File: config.mk
export PLATFORM = sky130hd
export DESIGN_NAME = mips_control_fsm
export DESIGN_NICKNAME = d
export VERILOG_FILES = /design/src/rtl/mips_pkg.sv /design/src/rtl/mips_funct_decoder.sv /design/src/rtl/mips_control_fsm.sv
export SDC_FILE = /design/constraint.sdc
export NUM_CORES = 1
export LEC_CHECK = 0
export ABC_AREA = 1
export BUFFER_PORTS_ARGS = -buffer_cell sky130_fd_sc_hd__buf_4
export CAP_MARGIN = 20
export CORE_MARGIN = 2
export CORE_UTILIZATION = 45
export CTS_BUF_LIST = sky130_fd_sc_hd__clkbuf_8 sky130_fd_sc_hd__clkbuf_16
export CTS_CLUSTER_DIAMETER = 60
export CTS_CLUSTER_SIZE = 25
export DETAILED_ROUTE_END_ITERATION = 7
export GPL_TIMING_DRIVEN = 0
export PLACE_DENSITY = 0.71
export SLEW_MARGIN = 20
export SYNTH_ARGS = -nofsm -noshare
export SYNTH_HDL_FRONTEND = slang
export SYNTH_SLANG_ARGS = --single-unit
File: constraint.sdc
create_clock -name clk -period 1.76 [get_ports clk]
set_clock_uncertainty 0.05 [all_clocks]
set_input_delay 0 -clock clk [delete_from_list [all_inputs] [get_ports clk]]
set_output_delay 0 -clock clk [all_outputs]
set_load 0.01 [all_outputs]
File: src/rtl/mips_pkg.sv
// Shared encodings for the multicycle MIPS control path: ALU codes, opcodes,
// funct codes, FSM state numbers and datapath mux select values.
package mips_pkg;

    localparam logic [2:0] ALU_ADD   = 3'd0;
    localparam logic [2:0] ALU_SUB   = 3'd1;
    localparam logic [2:0] ALU_XOR   = 3'd2;
    localparam logic [2:0] ALU_SLT   = 3'd3;
    localparam logic [2:0] ALU_AND   = 3'd4;
    localparam logic [2:0] ALU_ERROR = 3'd5;
    localparam logic [2:0] ALU_NOR   = 3'd6;
    localparam logic [2:0] ALU_OR    = 3'd7;

    localparam logic [5:0] OP_RTYPE = 6'h00;
    localparam logic [5:0] OP_J     = 6'h02;
    localparam logic [5:0] OP_BEQ   = 6'h04;
    localparam logic [5:0] OP_BNE   = 6'h05;
    localparam logic [5:0] OP_ADDI  = 6'h08;
    localparam logic [5:0] OP_LW    = 6'h23;
    localparam logic [5:0] OP_SW    = 6'h2B;

    localparam logic [5:0] FN_ADD = 6'h20;
    localparam logic [5:0] FN_SUB = 6'h22;
    localparam logic [5:0] FN_AND = 6'h24;
    localparam logic [5:0] FN_OR  = 6'h25;
    localparam logic [5:0] FN_XOR = 6'h26;
    localparam logic [5:0] FN_NOR = 6'h27;
    localparam logic [5:0] FN_SLT = 6'h2A;

    localparam logic [3:0] S_FETCH  = 4'd0;
    localparam logic [3:0] S_DECODE = 4'd1;
    localparam logic [3:0] S_MEMADR = 4'd2;
    localparam logic [3:0] S_MEMRD  = 4'd3;
    localparam logic [3:0] S_MEMWB  = 4'd4;
    localparam logic [3:0] S_MEMWR  = 4'd5;
    localparam logic [3:0] S_REX    = 4'd6;
    localparam logic [3:0] S_RWB    = 4'd7;
    localparam logic [3:0] S_BRANCH = 4'd8;
    localparam logic [3:0] S_ADDIEX = 4'd9;
    localparam logic [3:0] S_ADDIWB = 4'd10;
    localparam logic [3:0] S_JUMP   = 4'd11;

    localparam logic [1:0] SRCB_REG    = 2'd0;
    localparam logic [1:0] SRCB_FOUR   = 2'd1;
    localparam logic [1:0] SRCB_IMM    = 2'd2;
    localparam logic [1:0] SRCB_IMM_SH = 2'd3;

    localparam logic [1:0] PCSRC_ALU    = 2'd0;
    localparam logic [1:0] PCSRC_ALUOUT = 2'd1;
    localparam logic [1:0] PCSRC_JUMP   = 2'd2;

endpackage

File: src/rtl/mips_funct_decoder.sv
// Combinational R-type funct to ALU control decode; unknown funct yields
// ALU_ERROR with legal deasserted. Zero latency, no flow control.
module mips_funct_decoder
    import mips_pkg::*;
(
    input  logic [5:0] funct,
    output logic [2:0] alu_ctl,
    output logic       legal
);

    always_comb begin
        alu_ctl = ALU_ERROR;
        legal   = 1'b1;
        case (funct)
            FN_ADD:  alu_ctl = ALU_ADD;
            FN_SUB:  alu_ctl = ALU_SUB;
            FN_AND:  alu_ctl = ALU_AND;
            FN_OR:   alu_ctl = ALU_OR;
            FN_XOR:  alu_ctl = ALU_XOR;
            FN_NOR:  alu_ctl = ALU_NOR;
            FN_SLT:  alu_ctl = ALU_SLT;
            default: legal   = 1'b0;
        endcase
    end

endmodule

File: src/rtl/mips_control_fsm.sv
// Multicycle MIPS main control: sequences fetch/decode/execute/memory/writeback
// and drives datapath selects; stalls in FETCH/MEMRD/MEMWR until mem_ready.
module mips_control_fsm
    import mips_pkg::*;
(
    input  logic       clk,
    input  logic       reset,
    input  logic [5:0] opcode,
    input  logic [5:0] funct,
    input  logic       zero,
    input  logic       mem_ready,
    output logic       iord,
    output logic       mem_read,
    output logic       mem_write,
    output logic       ir_write,
    output logic       reg_dst,
    output logic       mem_to_reg,
    output logic       reg_write,
    output logic       alu_src_a,
    output logic [1:0] alu_src_b,
    output logic [2:0] alu_ctl,
    output logic [1:0] pc_src,
    output logic       pc_en,
    output logic       illegal,
    output logic [3:0] state
);

    logic [3:0] state_q, state_d;
    logic [5:0] opcode_q, funct_q;
    logic [5:0] dec_funct;
    logic [2:0] dec_alu_ctl;
    logic       dec_legal;

    logic mem_read_raw, mem_write_raw, ir_write_raw, reg_write_raw;
    logic pc_en_raw, illegal_raw;

    // DECODE judges the live instruction register; later states use the copy.
    assign dec_funct = (state_q == S_DECODE) ? funct : funct_q;

    mips_funct_decoder u_funct_dec (
        .funct   (dec_funct),
        .alu_ctl (dec_alu_ctl),
        .legal   (dec_legal)
    );

    always_comb begin
        state_d       = S_FETCH;
        iord          = 1'b0;
        mem_read_raw  = 1'b0;
        mem_write_raw = 1'b0;
        ir_write_raw  = 1'b0;
        reg_dst       = 1'b0;
        mem_to_reg    = 1'b0;
        reg_write_raw = 1'b0;
        alu_src_a     = 1'b0;
        alu_src_b     = SRCB_REG;
        alu_ctl       = ALU_ADD;
        pc_src        = PCSRC_ALU;
        pc_en_raw     = 1'b0;
        illegal_raw   = 1'b0;
        case (state_q)
            S_FETCH: begin
                mem_read_raw = 1'b1;
                alu_src_b    = SRCB_FOUR;
                ir_write_raw = mem_ready;
                pc_en_raw    = mem_ready;
                state_d      = mem_ready ? S_DECODE : S_FETCH;
            end
            S_DECODE: begin
                alu_src_b = SRCB_IMM_SH;
                case (opcode)
                    OP_LW, OP_SW:   state_d = S_MEMADR;
                    OP_BEQ, OP_BNE: state_d = S_BRANCH;
                    OP_ADDI:        state_d = S_ADDIEX;
                    OP_J:           state_d = S_JUMP;
                    OP_RTYPE: begin
                        if (dec_legal) state_d = S_REX;
                        else           illegal_raw = 1'b1;
                    end
                    default:        illegal_raw = 1'b1;
                endcase
            end
            S_MEMADR: begin
                alu_src_a = 1'b1;
                alu_src_b = SRCB_IMM;
                state_d   = (opcode_q == OP_LW) ? S_MEMRD : S_MEMWR;
            end
            S_MEMRD: begin
                iord         = 1'b1;
                mem_read_raw = 1'b1;
                state_d      = mem_ready ? S_MEMWB : S_MEMRD;
            end
            S_MEMWB: begin
                mem_to_reg    = 1'b1;
                reg_write_raw = 1'b1;
            end
            S_MEMWR: begin
                iord          = 1'b1;
                mem_write_raw = 1'b1;
                state_d       = mem_ready ? S_FETCH : S_MEMWR;
            end
            S_REX: begin
                alu_src_a = 1'b1;
                alu_ctl   = dec_alu_ctl;
                state_d   = S_RWB;
            end
            S_RWB: begin
                reg_dst       = 1'b1;
                reg_write_raw = 1'b1;
                alu_ctl       = dec_alu_ctl;
            end
            S_BRANCH: begin
                alu_src_a = 1'b1;
                alu_ctl   = ALU_SUB;
                pc_src    = PCSRC_ALUOUT;
                pc_en_raw = (opcode_q == OP_BNE) ? ~zero : zero;
            end
            S_ADDIEX: begin
                alu_src_a = 1'b1;
                alu_src_b = SRCB_IMM;
                state_d   = S_ADDIWB;
            end
            S_ADDIWB: reg_write_raw = 1'b1;
            S_JUMP: begin
                pc_src    = PCSRC_JUMP;
                pc_en_raw = 1'b1;
            end
            default: state_d = S_FETCH;
        endcase
    end

    always_ff @(posedge clk) begin
        if (reset) begin
            state_q  <= S_FETCH;
            opcode_q <= OP_RTYPE;
            funct_q  <= 6'd0;
        end else begin
            state_q <= state_d;
            if (state_q == S_DECODE) begin
                opcode_q <= opcode;
                funct_q  <= funct;
            end
        end
    end

    // Reset must never let a write or request escape, whatever state is held.
    assign mem_read  = mem_read_raw  & ~reset;
    assign mem_write = mem_write_raw & ~reset;
    assign ir_write  = ir_write_raw  & ~reset;
    assign reg_write = reg_write_raw & ~reset;
    assign pc_en     = pc_en_raw     & ~reset;
    assign illegal   = illegal_raw   & ~reset;
    assign state     = state_q;

endmodule

==> results.txt, run 1 <==
The signal on the critical path passes through nor2_4 > buf_6 > nand3_1 > nand2_2 > nand2_4 > nor2_4 > nand2_4 > nand3_4 > o311ai_1 > nand2_1 > nand2_1 > buf_4. The post-synthesis net count is 206. Together, buffers and inverters on the worst path number 2. The total global-route track usage is 0.251. The achievable clock frequency came out at 521 MHz.

Detailed placement finished with a half-perimeter wire length of ~2500 microns. The later pin in the worst-skew pair is clocked with a latency of 0.25 ns. The count of final setup violators came out at 5.

The static leakage is 0.936 nW. The number of DRC violations after detailed routing is 0. The relative area change from synthesis to final layout came out at 59.4%. The post-placement setup slack came out at -0.104 ns. The worst setup slack after layout came out at -0.160 ns. The post-layout utilization of the core is 0.751. The path class of the tightest hold or removal check is primary input to register. The initial cell density of the core is 0.471.

The tightest slew margin relative to the limit is 0.658. The register area share after synthesis came out at 0.275. The detailed-route wire length is 3870 microns. The final reports fail on negative hold slack, negative setup slack. The largest vdd supply drop is 0.413 mV. The vertical extent of the die is 54.9 microns.

The number of DRC violations after detailed-routing iteration 0 came out at 35. In this run the critical register-to-register path is captured at funct_q[4]. The via-per-instance ratio is around 5.3. The number of input and output port buffers inserted came out at 36. The worst hold slack across all endpoints came out at -0.00313 ns. The total negative setup slack came out at -0.686 ns.

The TritonCTS clock tree is done. The vias after detailed routing came out at 1498. The number of pins with negative max-slew slack in the final report was 0. Dividing the final minimum period by the clock period gives 1.09.

The critical path class is register to output port. Row generation in the floorplan step produced 18 rows. The number of library cell types mapped by synthesis came out at 30.

The cell family contributing the most delay on the critical path is simple AND/OR/NAND/NOR gates. The required time at the worst-slack endpoint is 1.71 ns. The total iterations of the first detailed-routing run came out at 4. The die covers 3010 sq um. The placer's final routability congestion estimate is 0.852. The final instance count without filler cells came out at 284. The worst hold path terminates at opcode_q[3]. The highest fanout seen on the critical path is 5.

Counting the buffers created by CTS gives 3. The worst endpoint data arrival time is 1.87 ns. The total I/O pin count is 37.

The first-pass GRT wire length is 5410 microns. The time the final worst path needs with I/O delays and setup came out at 1.92 ns. Clock tree synthesis selected as its root buffer the cell sky130_fd_sc_hd__clkbuf_8. At the end of the flow, the number of nets in the layout was 271.

In this run the power density over the cells is ~540 nW/um^2. 0 antenna diodes ended up in the layout. The number of hold violations in the final report came out at 1.

The area of the mapped netlist came out at 1170 sq um. The total overflow left after global routing is 0. The area of the core is ~2500 sq um. The tree built by TritonCTS fans out to 16 sinks. The number of cells on the worst reg-to-reg path came out at 14.

The delay of the slowest cell on the worst path is ~0.36 ns. The buffer levels on the longest clock path came out at 2. After clock tree synthesis, the clock-pin slew on the worst setup and hold paths is 0.07 ns. Setup repair after global routing could not meet its margin everywhere.

The capturing element type of the critical path is an output port. After synthesis the netlist holds a flip-flop and latch count of 16. CTS built an H-tree with a depth of 1.

After synthesis, the mean cell area works out to slightly above 6 sq um. The post-detailed-route count of antenna-violating nets is 0. The number of global-route vias before repair is 1247. For the pin with the worst max-slew slack, the measured transition is 0.513 ns.

The worst register-to-register path begins at state[0]. The warning count from the yosys run came out at 0. The launch instance of the worst min-delay path is opcode[3]. The startpoint type of the worst setup path is a register. The number of antenna violations at the first check in global routing came to 0.

The floorplan die width is 54.9 microns. Once placement completed, the tool counted placed cells totaling 256. The count of cells along the worst hold path is 3. The total of max-cap violations came out at 0. The synthesized netlist cell count is 190. In the final layout, the share of cells above drive strength 1 is 0.425. The worst register-to-register path has a setup slack of -0.14 ns. The slowest stage of the critical path is the sky130_fd_sc_hd__dfxtp_2 cell. The per-cell routed wire length came out at 13.6 microns. The largest net degree at the start of global routing came out at 11. The run finished, with violations left.
[cell type report]
type	count	area, sq um
Multi-Input combinational cell	135	783
Fill cell	203	618
Timing Repair Buffer	60	487
Sequential cell	16	333
Inverter	36	138
Clock buffer	4	55.1
Tap cell	30	37.5
Buffer	3	26.3
[cell families after synthesis]
kind of cell | synth area share
AO/OA/AOI/OAI | 0.152
buffers and inverters | 0.135
flip-flops | 0.275
AND/OR/NAND/NOR | 0.438
[worst reg2reg max path, cell delays in order (launching register included)]
cell and delay [ns]:
sky130_fd_sc_hd__dfxtp_4 0.37, sky130_fd_sc_hd__inv_4 0.05, sky130_fd_sc_hd__nor2_8 0.15, sky130_fd_sc_hd__nand2_4 0.11, sky130_fd_sc_hd__nand2_1 0.09, sky130_fd_sc_hd__nand2_2 0.07, sky130_fd_sc_hd__buf_4 0.14, sky130_fd_sc_hd__buf_4 0.12
sky130_fd_sc_hd__buf_6 0.10, sky130_fd_sc_hd__buf_6 0.10, sky130_fd_sc_hd__buf_6 0.10, sky130_fd_sc_hd__buf_6 0.10, sky130_fd_sc_hd__buf_6 0.10, sky130_fd_sc_hd__buf_6 0.10, sky130_fd_sc_hd__nor2_1 0.07
[synthesized netlist by cell type (all sizes together)]
cell type   n  area [sq um]
nand2      42           195
nor2       42           191
inv        36           135
dfxtp      16           320
a21oi      11          62.6
o21ai      11          55.1
nand3      10          60.1
nor3        5          25.0
a31oi       2          12.5
buf         2          18.8
nand4       2          12.5
nor4        2          12.5
a211oi      1          7.51
a21boi      1          7.51
a41oi       1          8.76
and3        1          6.26
clkbuf      1          3.75
nand3b      1          7.51
o211ai      1          7.51
o311ai      1          8.76
o31ai       1          7.51
[sequential cells by signal (all words and copies together), names as in the netlist]
register  count
opcode_q      6
state         4
funct_q       6
[metal layers]
metal	track usage	routed length (microns)
met1	0.291	1480
met4	0.0610	71
met5	0	0
met2	0.470	2090
met3	0.0484	231
[per-stage QoR]
step | total power, mW | hold slack [ns] | area, sq um
after floorplan | 0.516 | -0.00591 | 1170
after global placement | 0.585 | 0.164 | 1470
after detailed placement | 0.591 | 0.167 | 1470
after CTS | 0.984 | 0.000950 | 1760
after global routing | 1.05 | 0.0272 | 1860
final | 1.01 | -0.00313 | 1860
[timing repair]
action,4_1_cts,5_1_grt
hold buffers,4,0
gates cloned,1,0
buffers inserted,14,5
pin swaps,9,10
gates resized for setup,27,21
setup endpoints to repair,7,9
endpoints found under the hold margin,5,0
[where the power goes]
part | switching (mW) | total, mW | internal [mW]
sequential | 0.0109 | 0.390 | 0.379
clock | 0.141 | 0.340 | 0.199
combinational | 0.147 | 0.282 | 0.135
[placed cells by master (no fill, tap or decap), types with 2 or more instances in the layout]
cell type,count
sky130_fd_sc_hd__a31oi_1,2
sky130_fd_sc_hd__buf_6,9
sky130_fd_sc_hd__nand2_4,5
sky130_fd_sc_hd__inv_2,4
sky130_fd_sc_hd__nor2_2,5
sky130_fd_sc_hd__nor3_1,5
sky130_fd_sc_hd__nand3_1,6
sky130_fd_sc_hd__dfxtp_1,12
sky130_fd_sc_hd__a21oi_1,8
sky130_fd_sc_hd__o21ai_0,10
sky130_fd_sc_hd__buf_4,49
sky130_fd_sc_hd__nor2_1,30
sky130_fd_sc_hd__dlygate4sd3_1,4
sky130_fd_sc_hd__nor2_4,6
sky130_fd_sc_hd__dfxtp_4,3
sky130_fd_sc_hd__nand2_2,12
sky130_fd_sc_hd__nand3_2,3
sky130_fd_sc_hd__nand4_1,2
sky130_fd_sc_hd__nor4_1,2
sky130_fd_sc_hd__inv_1,31
sky130_fd_sc_hd__a21oi_2,3
sky130_fd_sc_hd__clkbuf_8,4
sky130_fd_sc_hd__nand2_1,25
[worst max path at each step]
| stage | startpoint | end | slack (ns) | cells after the start |
|---|---|---|---|---|
| 6_report | state[3] | alu_ctl[0] | -0.16 | 12 |
| 5_1_grt | state[3] | alu_ctl[0] | -0.24 | 12 |
| 4_1_cts | state[2] | alu_ctl[0] | -0.14 | 12 |
| 3_5_place_dp | state[0] | state[1] | -0.10 | 14 |
| 3_3_place_gp | state[0] | state[1] | -0.06 | 14 |
| 2_1_floorplan | state[0] | state[1] | 0.1 | 14 |
Power figures use the tool's default switching activity.
==> run 2, diff against run 1 <==
clock period = 2.1 ns   (was 1.76 ns; I/O delays follow)
==> run 2 against run 1 <==
  * Sequential power fell by 15%
  * Critical endpoint unchanged
  * Total power fell by 24%
  * Worst hold slack improved by 0.0011 ns
  * Clock power fell by 17%
  * The flow finishes with violations (negative hold slack)
  * Largest cell class unchanged
  * Cell area fell by 16%
  * Via count fell by 9.9%
  * Sequential share of layout area rose by 2.9 points
  * Register-to-register slack improved by 0.49 ns
==> results.txt, run 2 (same netlist as run 1, synthesis figures left out) <==
Run status: finished, violations left (unchanged). Violations in the final reports: negative hold slack (was negative hold slack, negative setup slack). The number of input and output port buffers inserted is 36 (unchanged). The class of the tightest hold or removal check is primary input to register (unchanged). The standard cell area after detailed placement was 1470 sq um (unchanged). The startpoint of the worst-slack reg-to-reg timing path was state[0] (unchanged). The TritonCTS clock tree is done (unchanged). The first-pass GRT wire length is 4940 microns (was 5410 microns).

The highest fanout seen on the critical path came out at 10 (was 5). The count of filler cells inserted in the layout came out at 253 (was 203). The hold-critical path endpoint is opcode_q[3] (unchanged). The worst endpoint data arrival time came to 1.91 ns (was 1.87 ns). The placed wire-length estimate after detailed placement was 2490 microns (unchanged). The number of hold violations in the final report came to 1 (unchanged). The worst hold slack across all endpoints came out at -0.00207 ns (was -0.00313 ns). The required time at the worst-slack endpoint came to 2.05 ns (was 1.71 ns). The number of DRC violations after detailed-routing iteration 0 is 13 (was 35).

The final net count is 249 (was 271). The destination of the worst register-to-register timing path is state[1] (was funct_q[4]). The clock root buffer is sky130_fd_sc_hd__clkbuf_8 (unchanged). The origin of the worst setup path is state[0] (was state[3]). The critical path class is register to output port (unchanged). The number of DRC violations after detailed routing is 0 (unchanged). The static leakage is 0.800 nW (was 0.936 nW).

The startpoint type of the worst setup path was a register (unchanged). Worst-path cell chain: inv_2 > nor2_8 > nand2_4 > buf_6 > nand2_4 > nand2_4 > nand2_1 > nand2_1 > nand2_1 > nand3_2 > o311ai_1 > nand2_1 > nand2_1 > buf_4 (was nor2_4 > buf_6 > nand3_1 > nand2_2 > nand2_4 > nor2_4 > nand2_4 > nand3_4 > o311ai_1 > nand2_1 > nand2_1 > buf_4). The relative area change from synthesis to final layout came out at 34.2% (was 59.4%). The final instance area came out at 1570 sq um (was 1860 sq um). The TritonCTS sink count came out at 16 (unchanged). The vias after detailed routing is 1350 (was 1498). RSZ-0062 raised after global routing: false (was true).

The diode insertion count for antenna repair came out at 0 (unchanged). The largest vdd supply drop came out at 0.305 mV (was 0.413 mV). The slew at the pin closest to its max-slew limit is 0.548 ns (was 0.513 ns).

The total iterations of the first detailed-routing run came out at 4 (unchanged). The total I/O pin count is 37 (unchanged). The tightest slew margin relative to the limit is 0.634 (was 0.658). The total power density per cell area came out at 494 nW/um^2 (was 544 nW/um^2). The most common cell after layout, fill and taps aside was sky130_fd_sc_hd__nor2_1 (was sky130_fd_sc_hd__buf_4). The post-detailed-route count of antenna-violating nets is 0 (unchanged). The total negative setup slack is 0 ns (was -0.686 ns). Top library cells by usage in the layout, fill and taps aside: sky130_fd_sc_hd__nor2_1, sky130_fd_sc_hd__buf_4, sky130_fd_sc_hd__inv_1 (was sky130_fd_sc_hd__buf_4, sky130_fd_sc_hd__inv_1, sky130_fd_sc_hd__nor2_1). The overflow left after global routing came out at 0 (unchanged). The cell family contributing the most delay on the critical path is simple AND/OR/NAND/NOR gates (unchanged).

The floorplan die width came out at 54.9 microns (unchanged). The count of final setup violators was 0 (was 5). The number of cells on the worst reg-to-reg path came out at 14 (unchanged). The count of cells along the worst hold path is 3 (unchanged). The number of buffer and inverter stages on the critical path came out at 3 (was 2). The placer's final routability congestion estimate came out at 0.852 (unchanged). The buffer levels on the longest clock path was 2 (unchanged). The slack of the worst reg-to-reg path came out at 0.35 ns (was -0.14 ns). The total of max-cap violations came out at 0 (unchanged). The post-placement setup slack is 0.236 ns (was -0.104 ns).

The clock latency on the worst-skew pair is 0.25 ns (about the same). The clock slew seen by the registers of the worst setup and hold paths is 0.07 ns (about the same). The number of global-route vias before repair is 1186 (was 1247). The layout cell share with drive strength beyond 1 was 0.276 (was 0.425).

The number of buffers created by CTS was 3 (unchanged). The delay of the slowest cell on the worst path was 0.39 ns (was 0.36 ns). The via-per-instance ratio came out at 5.15 (was 5.27).

Derived from the worst setup path, the maximum achievable clock frequency is 510 MHz. The largest net degree at the start of global routing came to 11 (unchanged). The share of the clock period used by the worst path is 0.934. The count of standard-cell rows came to 18 (unchanged).

The per-cell routed wire length is 12.0 microns (was 13.6 microns). The detailed-route wire length is 3150 microns (was 3870 microns). The floorplan die area came out at 3010 sq um (unchanged). The maximum level of the CTS H-tree came out at 1 (unchanged).

The total global-route track usage is 0.227 (was 0.251). For the finished layout, the period the worst path requires is 1.96 ns. The worst setup slack after layout came out at 0.138 ns (was -0.160 ns). The post-CTS setup buffer count came out at 0 (was 14). Among the stages of the critical path, the cell type that occurs most often is sky130_fd_sc_hd__nand2_1. The initial cell density of the core was 0.471 (unchanged).

The capturing element type of the critical path is an output port (unchanged). The number of pins with negative max-slew slack in the final report came out at 0 (unchanged). The launch instance of the worst min-delay path is opcode[3] (unchanged). The area of the core is 2480 sq um (unchanged). The number of antenna violations at the first check in global routing came out at 0 (unchanged). The master of the slowest instance on the critical path is sky130_fd_sc_hd__dfxtp_4 (was sky130_fd_sc_hd__dfxtp_2).

The vertical extent of the die came out at 54.9 microns (unchanged).
run 2: cell count changes in the layout (fill, tap and decap cells not counted), moves of 3 or more:
cell / delta
sky130_fd_sc_hd__nor2_4: -3
sky130_fd_sc_hd__nand2_2: -6
sky130_fd_sc_hd__nand2_1: +8
sky130_fd_sc_hd__nor2_2: -4
sky130_fd_sc_hd__inv_1: +3
sky130_fd_sc_hd__buf_6: -7
sky130_fd_sc_hd__buf_4: -13
sky130_fd_sc_hd__nor2_1: +7
run 2: repair_timing:
action                                 CTS  global route
pin swaps                                0             0
setup endpoints to repair                2             2
cloned                                   0             0
hold buffers                             2             0
endpoints found under the hold margin    4             0
resized for setup                        1             5
run 2: power breakdown:
group	switching [mW]	internal, mW
logic	0.0951	0.0673
registers	0.0101	0.320
clock network	0.114	0.166
run 2: metrics by stage:
step           cells  hold slack (ns)  total power, mW  utilization
4_1_cts          262         0.000929            0.774        0.626
6_report         262         -0.00207            0.774        0.632
3_5_place_dp     256            0.167            0.495        0.595
2_1_floorplan    190         -0.00591            0.433            -
3_3_place_gp     256            0.164            0.490        0.595
5_1_grt          262           0.0269            0.807        0.632
run 2: how the worst max path moves through the flow:
stage,end,depth (start not counted),slack (ns)
after CTS,alu_ctl[0],12,0.07
after global placement,state[1],14,0.28
after detailed placement,state[1],14,0.24
after floorplan,state[1],14,0.44
after global routing,illegal,14,0.02
final,alu_ctl[0],14,0.14
run 2: layer usage:
| layer | part of all wire | up-vias | track usage |
|---|---|---|---|
| met1 | 0.42 | 614 | 0.263 |
| met2 | 0.50 | 43 | 0.391 |
| met4 | 0.023 | 0 | 0.114 |
| met5 | 0 | - | 0 |
| met3 | 0.056 | 10 | 0.0511 |
| li1 | - | 683 | - |
run 2: cell type report:
| class | count | area, sq um | area share |
|---|---|---|---|
| Multi-Input combinational cell | 135 | 696 | 0.444 |
| Sequential cell | 16 | 325 | 0.208 |
| Timing Repair Buffer | 38 | 290 | 0.185 |
| Inverter | 36 | 135 | 0.0863 |
| Clock buffer | 4 | 55.1 | 0.0352 |
| Tap cell | 30 | 37.5 | 0.0240 |
| Buffer | 3 | 26.3 | 0.0168 |
run 2: worst register-to-register path: stages, from the launching register on:
cell                      delay, ns
sky130_fd_sc_hd__dfxtp_4       0.39
sky130_fd_sc_hd__inv_2         0.07
sky130_fd_sc_hd__nor2_8        0.16
sky130_fd_sc_hd__nand2_4       0.11
sky130_fd_sc_hd__buf_6         0.16
sky130_fd_sc_hd__nand2_4       0.06
sky130_fd_sc_hd__nand2_4       0.06
sky130_fd_sc_hd__nand2_1       0.05
sky130_fd_sc_hd__nand2_1       0.04
sky130_fd_sc_hd__nand2_1       0.08
sky130_fd_sc_hd__nand3_2       0.12
sky130_fd_sc_hd__nand2_2       0.10
sky130_fd_sc_hd__nand2_1       0.05
sky130_fd_sc_hd__nand2_1       0.06
sky130_fd_sc_hd__a21oi_2       0.05
==> run 3, diff against run 2 <==
CORE_UTILIZATION = 50   (was 45)
CTS_BUF_LIST = not set   (was sky130_fd_sc_hd__clkbuf_8 sky130_fd_sc_hd__clkbuf_16)
PLACE_DENSITY = 0.78   (was 0.71)
==> run 3 against run 2 <==
  * The run now ends clean
  * Maximum frequency decreased by 2.7%
  * Count of clock-buffer cells in the layout shrank 1
  * Cell count is 5.3% higher
  * Worst hold slack improved by 0.0024 ns
  * Critical path depth shrank 1
  * Sequential power hardly changed
  * Routed wire length is 9.7% higher
==> results.txt, run 3 (same netlist as run 1, synthesis figures left out) <==
The diode insertion count for antenna repair is 0 (unchanged). The time the final worst path needs with I/O delays and setup is 2.02 ns (was 1.96 ns). The count of standard-cell rows came out at 17 (was 18). The total I/O pin count was 37 (unchanged). The cell repeated most along the worst path is sky130_fd_sc_hd__nand2_1 (unchanged). The total of max-cap violations came out at 0 (unchanged). The detailed-route wire length is 3460 microns (was 3150 microns). The worst hold slack across all endpoints is 0.000313 ns (was -0.00207 ns). The startpoint of the worst-slack reg-to-reg timing path is state[0] (unchanged). The largest net degree at the start of global routing came out at 11 (unchanged). The layout cell share with drive strength beyond 1 is 0.331 (was 0.276). The number of hold violations in the final report is 0 (was 1).

The floorplan die width is 52.3 microns (was 54.9 microns). The area of all sequential standard cells was 330 sq um (was 325 sq um). Top library cells by usage in the layout, fill and taps aside: sky130_fd_sc_hd__buf_4, sky130_fd_sc_hd__nor2_1, sky130_fd_sc_hd__inv_1 (was sky130_fd_sc_hd__nor2_1, sky130_fd_sc_hd__buf_4, sky130_fd_sc_hd__inv_1). The number of buffers created by CTS came out at 3 (unchanged). The buffer levels on the longest clock path is 2 (unchanged). The worst endpoint data arrival time came out at 1.97 ns (was 1.91 ns).

Run status: complete, no violations (was finished, violations left). The master of the slowest instance on the critical path is sky130_fd_sc_hd__dfxtp_4 (unchanged). The tightest slew margin relative to the limit is 0.630 (was 0.634). The most common cell after layout, fill and taps aside is sky130_fd_sc_hd__buf_4 (was sky130_fd_sc_hd__nor2_1).

The internal power came out at 0.479 mW (was 0.554 mW). The share of the clock period used by the worst path came to 0.961 (was 0.934). The number of buffer and inverter stages on the critical path came to 4 (was 3).

The total negative setup slack is 0 ns (unchanged). The proportion of power drawn by combinational gates is 0.289 (was 0.210). The standard cell area after detailed placement is 1470 sq um (about the same).

The placed wire-length estimate after detailed placement came to 2470 microns (was 2490 microns). The TritonCTS clock tree is done (unchanged). The clock root buffer is sky130_fd_sc_hd__clkbuf_4 (was sky130_fd_sc_hd__clkbuf_8).

The net switching share of the total power came to 0.318 (was 0.284). The launch instance of the worst min-delay path is opcode[0] (was opcode[3]). The sequential share of power is 0.469 (was 0.427). The relative contribution of the clock network to total power came out at 0.242 (was 0.363). The TritonCTS sink count came out at 16 (unchanged). The area of the core came out at 2210 sq um (was 2480 sq um). The vertical extent of the die is 52.3 microns (was 54.9 microns). The number of DRC violations after detailed-routing iteration 0 is 55 (was 13). The capturing element type of the critical path is an output port (unchanged). The number of antenna violations at the first check in global routing is 0 (unchanged). The delay of the slowest cell on the worst path is 0.40 ns (was 0.39 ns). The maximum level of the CTS H-tree is 1 (unchanged). The count of final setup violators came out at 0 (unchanged). The count of filler cells inserted in the layout is 176 (was 253). The startpoint type of the worst setup path was a register (unchanged). The placer's final routability congestion estimate is 0.871 (was 0.852). The achievable clock frequency came out at 496 MHz (was 510 MHz).

The slew at the pin closest to its max-slew limit is 0.553 ns (was 0.548 ns). The cell family contributing the most delay on the critical path is simple AND/OR/NAND/NOR gates (unchanged). The required time at the worst-slack endpoint was 2.05 ns (about the same). The total power density per cell area is 406 nW/um^2 (was 494 nW/um^2). The total global-route track usage is 0.243 (was 0.227). The origin of the worst setup path was state[0] (unchanged). The switching power total is 0.223 mW (was 0.220 mW). The critical path class is register to output port (unchanged). The highest fanout seen on the critical path is 6 (was 10). The via-per-instance ratio is 5.26 (was 5.15). The final net count is 266 (was 249).

The footprint of the multi-input gates came out at 738 sq um (was 696 sq um). The vias after detailed routing was 1453 (was 1350). The number of global-route vias before repair came out at 1216 (was 1186). The number of input and output port buffers inserted came out at 36 (unchanged). The overflow left after global routing was 0 (unchanged). The clock slew seen by the registers of the worst setup and hold paths is 0.10 ns (was 0.07 ns). The largest vdd supply drop is 0.271 mV (was 0.305 mV). The per-cell routed wire length came out at 12.5 microns (was 12.0 microns). The static leakage is 0.883 nW (was 0.800 nW). The first-pass GRT wire length is 5000 microns (was 4940 microns). The total iterations of the first detailed-routing run came out at 4 (unchanged).

The initial cell density of the core was 0.527 (was 0.471). The floorplan die area was 2730 sq um (was 3010 sq um). The relative area change from synthesis to final layout came out at 48.1% (was 34.2%). Worst-path cell chain: inv_4 > nor2_8 > buf_6 > nand3_1 > nand2_1 > inv_1 > nor2_4 > nand2_4 > nand3_4 > o311ai_2 > nand2_1 > nand2_1 > buf_4 (was inv_2 > nor2_8 > nand2_4 > buf_6 > nand2_4 > nand2_4 > nand2_1 > nand2_1 > nand2_1 > nand3_2 > o311ai_1 > nand2_1 > nand2_1 > buf_4). The number of DRC violations after detailed routing is 0 (unchanged). The number of pins with negative max-slew slack in the final report came to 0 (unchanged). The clock latency on the worst-skew pair is 0.29 ns (was 0.25 ns). The final instance area is 1730 sq um (was 1570 sq um).

The post-detailed-route count of antenna-violating nets is 0 (unchanged). The class of the tightest hold or removal check was primary input to register (unchanged).
## run 3: worst paths after layout
kind,end,slack [ns],cells past startpoint
worst max-delay path,alu_ctl[0],0.08,13
worst max register to register,state[2],0.34,13
worst min register to register,opcode_q[5],0.42,2
worst min-delay path,opcode_q[0],0.0003,3
## run 3: layout make-up
type | count | share of cell area
buffer | 3 | 0.0152
multi-input combinational | 135 | 0.428
tap | 28 | 0.0203
timing repair buffer | 55 | 0.253
inverter | 36 | 0.0797
sequential | 16 | 0.191
clock buffer | 3 | 0.0130
## run 3: what timing repair did
action	4_1_cts	5_1_grt
cloned	0	1
hold buffers	8	0
gates resized for setup	1	23
hold endpoints to repair	9	0
setup buffers	0	10
pin swaps	0	12
setup endpoints to repair	1	4
## run 3: worst min-delay path, cell delays in order
cell and delay, ns:
sky130_fd_sc_hd__buf_4 0.10, sky130_fd_sc_hd__o21ai_0 0.09, sky130_fd_sc_hd__a21oi_1 0.11
## run 3: per-stage QoR
| stage | utilization | instances | total power [mW] | setup slack (ns) |
|---|---|---|---|---|
| finish | 0.781 | 276 | 0.701 | 0.0825 |
| global route | 0.781 | 276 | 0.726 | -0.0263 |
| CTS | 0.712 | 265 | 0.668 | 0.0291 |
| detailed placement | 0.665 | 254 | 0.495 | 0.251 |
| global placement | 0.665 | 254 | 0.490 | 0.273 |
| floorplan | - | 190 | 0.433 | 0.439 |
## run 3: routing by layer
metal  global-route usage  vias to the layer above  part of all wire
met4               0.0897                        0             0.014
met5                    0                        -                 0
li1                     -                      722                 -
met3               0.0229                        5             0.058
met2                0.448                       56              0.50
met1                0.287                      670              0.42
## run 3: power groups by stage
stage | clock [mW] | combinational [mW] | sequential, mW
3_3_place_gp | 0 | 0.153 | 0.336
6_report | 0.170 | 0.203 | 0.329
3_5_place_dp | 0 | 0.158 | 0.337
2_1_floorplan | 0 | 0.0976 | 0.335
5_1_grt | 0.175 | 0.221 | 0.330
4_1_cts | 0.167 | 0.170 | 0.330
